==> src/rtl/timer_pkg.sv <==
// timer_pkg: shared state encoding and digit width helpers for the countdown timer
package timer_pkg;
  typedef enum logic [1:0] {IDLE, RUN, PAUSE, EXPIRED} timer_state_t;
  localparam int SEC_W = $clog2(60);
  localparam int MIN_W = $clog2(60);
  function automatic int digit_w(input int limit);
    return $clog2(limit);
  endfunction
endpackage

==> src/rtl/countdown_timer_down_counter.sv <==
// down_counter_foo: one loadable down-counting digit field that wraps 0 -> LIMIT-1
module down_counter_foo #(
  parameter int LIMIT = 60,
  parameter int W = $clog2(LIMIT)
) (
  input  logic         iClk,
  input  logic         iRst,
  input  logic         iEn,
  input  logic         iLoad,
  input  logic [W-1:0] iLoadVal,
  output logic [W-1:0] oValue,
  output logic         oBorrow
);
  always_ff @(posedge iClk or posedge iRst)
    if (iRst) oValue <= '0;
    else if (iLoad) oValue <= iLoadVal;
    else if (iEn) oValue <= (oValue == '0) ? W'(LIMIT - 1) : oValue - 1'b1;
  assign oBorrow = iEn && (oValue == '0);
endmodule

==> src/rtl/countdown_timer.sv <==
// countdown_timer: MM:SS countdown driven by a 1 Hz strobe, with run/pause control
// and a registered expiry pulse and level.
module countdown_timer
  import timer_pkg::*;
#(
  parameter int SEC_LIMIT = 60,
  parameter int MIN_LIMIT = 60
) (
  input  logic                         iClk,
  input  logic                         iRst,
  input  logic                         iTick,
  input  logic                         iLoad,
  input  logic [$clog2(MIN_LIMIT)-1:0] iLoadMin,
  input  logic [$clog2(SEC_LIMIT)-1:0] iLoadSec,
  input  logic                         iStart,
  input  logic                         iStop,
  output logic [$clog2(MIN_LIMIT)-1:0] oMin,
  output logic [$clog2(SEC_LIMIT)-1:0] oSec,
  output logic                         oRunning,
  output logic                         oDone,
  output logic                         oExpired
);
  localparam int SW = digit_w(SEC_LIMIT);
  localparam int MW = digit_w(MIN_LIMIT);
  timer_state_t r_state, w_next;
  logic w_nz, w_go, w_dec, w_last, w_load, w_sec_borrow, w_min_borrow;
  logic [SW-1:0] w_lsec;
  logic [MW-1:0] w_lmin;
  assign w_nz   = (oMin != '0) || (oSec != '0);
  assign w_load = iLoad && (r_state != RUN);
  assign w_go   = iStart && !iStop && !iLoad && w_nz;
  assign w_dec  = (r_state == RUN) && iTick && !iStop && w_nz;
  assign w_last = w_dec && (oMin == '0) && (oSec == SW'(1));
  assign w_lsec = (int'(iLoadSec) >= SEC_LIMIT) ? SW'(SEC_LIMIT - 1) : iLoadSec;
  assign w_lmin = (int'(iLoadMin) >= MIN_LIMIT) ? MW'(MIN_LIMIT - 1) : iLoadMin;
  // Minutes borrow can only fire if the zero guard failed; treat it as expiry too.
  always_comb
    w_next = (r_state == IDLE && w_go)                         ? RUN     :
             (r_state == RUN && iStop)                          ? PAUSE   :
             (r_state == RUN && (w_last || w_min_borrow))       ? EXPIRED :
             (r_state == PAUSE && w_go)                         ? RUN     :
             (r_state == EXPIRED && iLoad)                      ? IDLE    : r_state;
  always_ff @(posedge iClk or posedge iRst)
    if (iRst) begin
      r_state  <= IDLE;
      oRunning <= 1'b0;
      oDone    <= 1'b0;
      oExpired <= 1'b0;
    end else begin
      r_state  <= w_next;
      oRunning <= (w_next == RUN);
      oDone    <= w_last;
      oExpired <= (w_next == EXPIRED);
    end
  down_counter_foo #(.LIMIT(SEC_LIMIT), .W(SW)) u_sec (
    .iClk(iClk), .iRst(iRst), .iEn(w_dec), .iLoad(w_load),
    .iLoadVal(w_lsec), .oValue(oSec), .oBorrow(w_sec_borrow)
  );
  down_counter_foo #(.LIMIT(MIN_LIMIT), .W(MW)) u_min (
    .iClk(iClk), .iRst(iRst), .iEn(w_sec_borrow), .iLoad(w_load),
    .iLoadVal(w_lmin), .oValue(oMin), .oBorrow(w_min_borrow)
  );
endmodule

==> config.mk <==
export PLATFORM = sky130hd
export DESIGN_NAME = countdown_timer
export DESIGN_NICKNAME = d
export VERILOG_FILES = /design/src/rtl/timer_pkg.sv /design/src/rtl/countdown_timer_down_counter.sv /design/src/rtl/countdown_timer.sv
export SDC_FILE = /design/constraint.sdc
export NUM_CORES = 1
export LEC_CHECK = 0
export CORE_UTILIZATION = 49
export CTS_BUF_LIST = sky130_fd_sc_hd__clkbuf_4 sky130_fd_sc_hd__clkbuf_8
export DETAILED_ROUTE_END_ITERATION = 8
export MAX_ROUTING_LAYER = met4
export PLACE_DENSITY = 0.81
export SYNTH_ARGS = -nofsm -noshare
export SYNTH_HDL_FRONTEND = slang
export SYNTH_HIERARCHICAL = 1
export SYNTH_SLANG_ARGS = --single-unit
==> constraint.sdc <==
create_clock -name iClk -period 2.4 [get_ports iClk]
set_clock_uncertainty 0.05 [all_clocks]
set_input_delay 0.24 -clock iClk [delete_from_list [all_inputs] [get_ports iClk]]
set_output_delay 0.24 -clock iClk [all_outputs]
set_load 0.1 [all_outputs]
==> impl_table.tex, run 1 <==
\begin{tabular}{lr}
\hline
Metric & Value \\
\hline
\multicolumn{2}{l}{\textbf{Status}} \\
\quad Result of the run & completed \\
\multicolumn{2}{l}{\textbf{Layout}} \\
\quad Net count of the finished layout & 193 \\
\quad N\_diodes & 0 \\
\quad Area growth from synthesis to layout & 29.9\% \\
\quad Final design area excluding fillers & 1540 um\^{}2 \\
\quad Number of cells in the finished layout apart from fillers & 198 \\
\quad Fraction of final layout cells sized beyond drive strength 1 & 25.3\% \\
\multicolumn{2}{l}{\textbf{Yosys}} \\
\quad Area fraction in and, or, nand and nor cells after synthesis & 30.7\% \\
\quad Net Count, Synth & 162 \\
\quad Number of enable flip-flop cells after synthesis & 0 \\
\quad Synth unique cells & 35 \\
\quad Dominant combinational cell family by area after synthesis & simple AND/OR/NAND/NOR gates \\
\quad Top FF cell, synth & dfrtp\_1 \\
\quad Fraction of synthesized cell area in xor and xnor cells & 0\% \\
\quad Flop and latch count out of synthesis & 17 \\
\quad Post-synthesis instance total & 140 \\
\quad Mean Syn Cell Area & 8.49 um\^{}2 \\
\quad Synth Warn \# & 6 \\
\quad Adder-Cell Fraction of Synth Area & 4.21\% \\
\quad Part of the Yosys area used for sequential elements & 35.8\% \\
\quad Cell area after synthesis & 1190 um\^{}2 \\
\quad Area fraction in compound gates after synthesis & 20.7\% \\
\quad Async S/R FF share, synth & 100\% \\
\quad Fraction of synthesized area in multiplexers & 0.842\% \\
\multicolumn{2}{l}{\textbf{Place}} \\
\quad Placed Area & 1510 um\^{}2 \\
\quad Post-Place Worst Slack & 241 ps \\
\quad Final weighted congestion of routability-driven global placement & 0.887 \\
\quad HPWL Detailed & 2.17 mm \\
\quad Number of cells in the design after placement & 194 \\
\quad Count of input and output buffers & 32 \\
\multicolumn{2}{l}{\textbf{Power}} \\
\quad Power density over cell area & 957 nW/um\^{}2 \\
\quad Leakage power total & 0.689 nW \\
\quad Total power & 1.48 mW \\
\quad VDD IR max & 0.713 mV \\
\multicolumn{2}{l}{\textbf{Clocking}} \\
\quad Clock tree from TritonCTS & yes \\
\quad Clock Root Buffer & clkbuf\_4 \\
\quad Register clock-pin slew on the reported worst setup and hold paths & 100 ps \\
\quad Worst-case clock buffer depth & 2 \\
\quad Hold bufs inserted after CTS & 0 \\
\quad Number of clock buffers inserted by TritonCTS & 3 \\
\quad Cells resized by post-CTS repair & 0 \\
\quad Clock tree sinks & 17 \\
\quad \# Post-CTS Setup Buffers & 0 \\
\quad Count of H-tree levels built during CTS & 1 \\
\quad Clk Latency, worst-skew pair & 300 ps \\
\multicolumn{2}{l}{\textbf{Floorplanning}} \\
\quad Std-Cell Rows & 17 \\
\quad Initial standard-cell utilization of the core & 52.7\% \\
\quad Standard cell core area & 2250 um\^{}2 \\
\quad Chip width & 51.3 um \\
\quad Vertical die dimension & 51.3 um \\
\quad Die footprint & 2630 um\^{}2 \\
\quad Ports placed on the boundary & 33 \\
\multicolumn{2}{l}{\textbf{Timing}} \\
\quad Portion of the clock cycle consumed by the worst path in the final layout & 87.9\% \\
\quad Unrepaired setup endpoints after global routing & false \\
\quad Final count of pins violating max slew & 0 \\
\quad Shortest period the worst path allows & 2110 ps \\
\quad Headroom to the max-slew limit & 78.4\% \\
\quad Maximum clock rate & 474 MHz \\
\quad Minimum setup slack in the final design & 291 ps \\
\quad Total setup violations reported at the end of the flow & 0 \\
\quad Setup TNS Final & 0 ps \\
\quad Measured slew at the worst slew-check pin & 320 ps \\
\quad Number of hold violations in the final report & 0 \\
\multicolumn{2}{l}{\textbf{Setup path}} \\
\quad WP data required & 2550 ps \\
\quad Buffers plus inverters on the worst setup path & 0 \\
\quad CP Cell Sequence & nor4\_4 > nand4\_2 > nor2\_1 > nor3b\_1 > and3\_1 > and3\_1 > nor2\_1 > nand2\_1 > a32o\_1 \\
\quad Critical path endpoint category & flop \\
\quad Largest delay share family, worst path & simple AND/OR/NAND/NOR gates \\
\quad Data arrival time at the worst-slack endpoint & 2260 ps \\
\quad WS Path Type & reg -> reg \\
\quad Largest stage delay, worst path & 540 ps \\
\quad Cell with the largest stage delay on the worst path & dfrtp\_4 \\
\quad Nature of the critical path startpoint & flop \\
\quad Maximum fanout along the worst path & 7 \\
\multicolumn{2}{l}{\textbf{Drt}} \\
\quad Router iterations before antenna repair & 4 \\
\quad Via count normalized by instance count & 5.94 \\
\quad Routed wire per std cell & 14.3 um \\
\quad DRC violations left & 0 \\
\quad Number of DRC violations after detailed-routing iteration 0 & 24 \\
\quad Routed vias & 1176 \\
\quad Total routed wirelength & 2.82 mm \\
\quad Remaining antenna violation count after routing & 0 \\
\multicolumn{2}{l}{\textbf{GRT}} \\
\quad Overflow left after global routing & 0 \\
\quad Antenna violations before repair & 0 \\
\quad Maximum number of pins on one net before global-route repair & 11 \\
\quad Global-route usage over all layers & 24.6\% \\
\quad Wire length of the first global-routing pass & 4.63 mm \\
\quad Number of global-route vias before repair & 1039 \\
\multicolumn{2}{l}{\textbf{Flow run}} \\
\quad Count of maximum capacitance violations & 0 \\
\multicolumn{2}{l}{\textbf{Worst hold path}} \\
\quad Worst Hold Class & in -> async \\
\hline
\end{tabular}
[routing by layer]
layer / global-route usage (%) / share of wire [%] / up-vias / routed length (um)
met5: - / 0 / - / 0
met1: 30.7 / 43 / 552 / 1220
met4: 9.46 / 1.4 / 0 / 39
met2: 40.1 / 49 / 53 / 1380
li1: - / - / 567 / -
met3: 3.57 / 6.5 / 4 / 183
[layout make-up]
cell class | instances | area (um^2)
repair buffers | 36 | 313
flip-flops and latches | 17 | 445
multi-input cells | 100 | 672
inverters | 13 | 48.8
well taps | 28 | 35.0
fillers | 198 | 711
clock buffers | 4 | 30.0
[sequential cells by signal, indices dropped and copies added, names as in the netlist]
name / flops
r_state: 2
oRunning: 1
oExpired: 1
oDone: 1
u_min/oValue: 6
u_sec/oValue: 6
[through the flow]
step / utilization, % / hold slack [ps]
global route: 68.5 / 150
global placement: 67.1 / 458
CTS: 68.5 / 135
detailed placement: 67.1 / 468
finish: 68.5 / 134
floorplan: - / -31.5
[report_power, final]
group | total, mW | internal, mW | switching (mW)
Combinational | 0.809 | 0.223 | 0.586
Sequential | 0.494 | 0.364 | 0.130
Clock | 0.174 | 0.0761 | 0.0982
[kinds of logic after synthesis]
| logic type | count (synthesis) |
|---|---|
| flip-flops | 17 |
| multiplexers | 1 |
| adder cells (fa/ha/maj) | 4 |
| AND/OR/NAND/NOR | 62 |
| AO/OA/AOI/OAI | 33 |
| buffers and inverters | 23 |
[Yosys cell counts, drive strengths merged (3+ instances only)]
library cell  instances  area (um^2)
ha                    4         50.1
dfrtp                17          425
a21oi                 3         22.5
nor2                 11         41.3
nor2b                 3         18.8
or3                   4         25.0
clkbuf                6         22.5
o21ai                 9         48.8
nand2b                5         31.3
o21bai                3         22.5
buf                   4         20.0
and3                  4         25.0
nand2                17         63.8
nand4                 4         31.3
a31oi                 4         25.0
inv                  13         48.8
nor3                  7         57.6
a311oi                4         35.0
[cells in the final DEF, fill, tap and decap left out, types with 3 or more instances in the layout]
cell type / n
nand2_1: 17
nor2b_1: 3
o21bai_1: 3
clkdlybuf4s50_1: 17
nand4_1: 3
a31oi_1: 4
a311oi_1: 4
o21ai_0: 8
dfrtp_2: 10
clkbuf_4: 4
and3_1: 4
ha_1: 4
buf_4: 19
nor2_1: 11
nor3_1: 5
or3_1: 4
dfrtp_1: 5
inv_1: 13
nand2b_1: 5
[worst register-to-register path, stage by stage, from the launching register on]
cell,delay [ps]
dfrtp_4,540
nor4_4,320
nand4_2,150
nor2_1,110
nor3b_1,70
and3_1,190
and3_1,170
nor2_1,120
nand2_1,90
a32o_1,200
[final timing paths]
| path | startpoint | end | slack (ps) | depth (start not counted) |
|---|---|---|---|---|
| min in group iClk | iLoadSec[4] | u_sec/oValue[4] | 530 | 3 |
| setup reg to reg | u_min/oValue[1] | r_state[1] | 290 | 9 |
| setup / recovery | u_min/oValue[1] | r_state[1] | 290 | 9 |
| hold reg to reg | r_state[1] | oExpired | 540 | 2 |
| max in group asynchronous | iRst | u_sec/oValue[5] | 1900 | 2 |
| hold / removal | iRst | oDone | 130 | 2 |
Power figures use the tool's default switching activity.
==> inputs of run 2 (changes only) <==
CORE_MARGIN = 2   (was not set)
==> run 2 against run 1 <==
Sequential power is essentially flat. Sequential share of layout area is the same. Via count grew 0.34%. Total power grew 0.52%. Sequential cell count is the same. Critical path type unchanged. Largest cell class unchanged. Largest power group unchanged.
==> impl_table.tex, run 2 (synthesized netlist as in run 1, its figures left out) <==
\begin{tabular}{lr}
\hline
Metric & Value \\
\hline
\multicolumn{2}{l}{\textbf{Clocking}} \\
\quad \# Post-CTS Setup Buffers & 0 (unchanged) \\
\quad Count of H-tree levels built during CTS & 1 (unchanged) \\
\quad Clock tree from TritonCTS & yes \\
\quad Clk Latency, worst-skew pair & 300 ps (about the same) \\
\quad Clock Root Buffer & clkbuf\_4 \\
\quad Register clock-pin slew on the reported worst setup and hold paths & 110 ps (about the same) \\
\quad Cells resized by post-CTS repair & 0 (unchanged) \\
\quad Worst-case clock buffer depth & 2 (unchanged) \\
\quad Number of clock buffers inserted by TritonCTS & 3 (unchanged) \\
\quad Clock tree sinks & 17 (unchanged) \\
\quad Hold bufs inserted after CTS & 0 (unchanged) \\
\multicolumn{2}{l}{\textbf{Setup path}} \\
\quad Nature of the critical path startpoint & flop \\
\quad Critical path endpoint category & flop \\
\quad R2R Setup Slk & 230 ps (-60 ps) \\
\quad WS Path Type & reg -> reg \\
\quad Maximum fanout along the worst path & 7 (unchanged) \\
\quad Data arrival time at the worst-slack endpoint & 2310 ps (+50 ps) \\
\quad WP data required & 2540 ps (about the same) \\
\multicolumn{2}{l}{\textbf{GRT}} \\
\quad Antenna violations before repair & 0 (unchanged) \\
\quad Global-route usage over all layers & 25.0\% (+0.39 points) \\
\quad Overflow left after global routing & 0 (unchanged) \\
\quad Maximum number of pins on one net before global-route repair & 11 (unchanged) \\
\quad Wire length of the first global-routing pass & 5.04 mm (+8.9\%) \\
\quad Number of global-route vias before repair & 1156 (+11\%) \\
\multicolumn{2}{l}{\textbf{Floorplanning}} \\
\quad Initial standard-cell utilization of the core & 52.7\% (unchanged) \\
\quad Standard cell core area & 2250 um\^{}2 (unchanged) \\
\quad Chip width & 53.3 um (+3.9\%) \\
\quad Die footprint & 2840 um\^{}2 (+8.0\%) \\
\quad Ports placed on the boundary & 33 (unchanged) \\
\quad Vertical die dimension & 53.3 um (+3.9\%) \\
\quad Std-Cell Rows & 17 (unchanged) \\
\multicolumn{2}{l}{\textbf{Power}} \\
\quad Total power & 1.48 mW (+0.52\%) \\
\quad VDD IR max & 0.848 mV (+19\%) \\
\quad Leakage power total & 0.689 nW (unchanged) \\
\quad Power density over cell area & 962 nW/um\^{}2 (+0.52\%) \\
\multicolumn{2}{l}{\textbf{Timing}} \\
\quad Portion of the clock cycle consumed by the worst path in the final layout & 90.3\% (+2.5 points) \\
\quad Final hold slack & 147 ps (+12.7 ps) \\
\quad Maximum clock rate & 461 MHz (-2.7\%) \\
\quad Measured slew at the worst slew-check pin & 322 ps (+1.79 ps) \\
\quad Final count of pins violating max slew & 0 (unchanged) \\
\quad Number of hold violations in the final report & 0 (unchanged) \\
\quad Shortest period the worst path allows & 2170 ps (+59.4 ps) \\
\quad Setup TNS Final & 0 ps (unchanged) \\
\quad Headroom to the max-slew limit & 78.2\% (-0.12 points) \\
\quad Total setup violations reported at the end of the flow & 0 (unchanged) \\
\quad Unrepaired setup endpoints after global routing & false \\
\multicolumn{2}{l}{\textbf{Flow run}} \\
\quad Count of maximum capacitance violations & 0 (unchanged) \\
\multicolumn{2}{l}{\textbf{Layout}} \\
\quad Most common library cell in the layout ignoring fill and taps & buf\_4 \\
\quad Area growth from synthesis to layout & 29.9\% (unchanged) \\
\quad Top library cells by usage in the layout, fill and taps aside & buf\_4, nand2\_1, clkdlybuf4s50\_1 \\
\quad Fraction of final layout cells sized beyond drive strength 1 & 25.3\% (unchanged) \\
\quad Fill count & 192 (-3.0\%) \\
\quad Final cell utilization of the core & 68.5\% (unchanged) \\
\quad Net count of the finished layout & 193 (unchanged) \\
\quad Biggest regs & u\_min/oValue (6), u\_sec/oValue (6), r\_state (2) \\
\quad Number of cells in the finished layout apart from fillers & 198 (unchanged) \\
\quad N\_diodes & 0 (unchanged) \\
\multicolumn{2}{l}{\textbf{Place}} \\
\quad Count of input and output buffers & 32 (unchanged) \\
\quad Number of cells in the design after placement & 194 (unchanged) \\
\quad Final weighted congestion of routability-driven global placement & 0.855 (-3.7\%) \\
\quad HPWL Detailed & 2.29 mm (+5.3\%) \\
\multicolumn{2}{l}{\textbf{Drt}} \\
\quad Number of DRC violations after detailed-routing iteration 0 & 32 (+33\%) \\
\quad Routed wire per std cell & 15.2 um (+6.7\%) \\
\quad Router iterations before antenna repair & 4 (unchanged) \\
\quad Total routed wirelength & 3.01 mm (+6.7\%) \\
\quad Routed vias & 1180 (+0.34\%) \\
\quad Via count normalized by instance count & 5.96 (+0.34\%) \\
\quad DRC violations left & 0 (unchanged) \\
\quad Remaining antenna violation count after routing & 0 (unchanged) \\
\multicolumn{2}{l}{\textbf{Status}} \\
\quad Result of the run & completed \\
\multicolumn{2}{l}{\textbf{Worst hold path}} \\
\quad Worst Hold Class & in -> async \\
\hline
\end{tabular}
run 2: cell counts in the layout (fill, tap and decap cells not counted):
Identical to the previous run, type by type.
run 2: final cells by class:
cell class | instances | area (um^2) | area share, %
clock buffers | 4 | 30.0 | 1.94
flip-flops and latches | 17 | 445 | 28.8
multi-input cells | 100 | 672 | 43.5
inverters | 13 | 48.8 | 3.16
repair buffers | 36 | 313 | 20.3
well taps | 28 | 35.0 | 2.27
run 2: worst paths after layout:
check	from	end	cells after the start
max in group asynchronous	iRst	u_sec/oValue[5]	2
worst min-delay path	iRst	oDone	2
worst min register to register	r_state[1]	oExpired	2
worst max register to register	u_min/oValue[1]	r_state[1]	9
min in group iClk	iLoadSec[4]	u_sec/oValue[4]	3
worst max-delay path	u_min/oValue[1]	r_state[1]	9
run 2: metrics by stage:
step	worst slack, ps	instance area (um^2)
after detailed placement	157	1510
after global placement	284	1510
after CTS	258	1540
after global routing	96.9	1540
final	232	1540
after floorplan	1.28	1210
run 2: per-layer routing:
layer  global-route usage, %  share of wire [%]  up-vias
met5                       -                  0        -
met4                    11.1                1.7        0
met3                    2.26                7.4        8
met2                    41.4                 47       57
met1                    30.8                 44      555
li1                        -                  -      560
run 2: critical path, stage by stage (launching register included):
cell and delay, ps:
dfrtp_4 530, nor4_4 340, nand4_2 160, nor2_1 110
nor3b_1 70, and3_1 210, and3_1 180, nor2_1 120
nand2_1 90, a32o_1 200
run 2: where the power goes:
part	switching, mW	internal [mW]	leakage (nW)
sequential	0.127	0.364	0.199
combinational	0.597	0.224	0.472
clock	0.0972	0.0760	0.0184
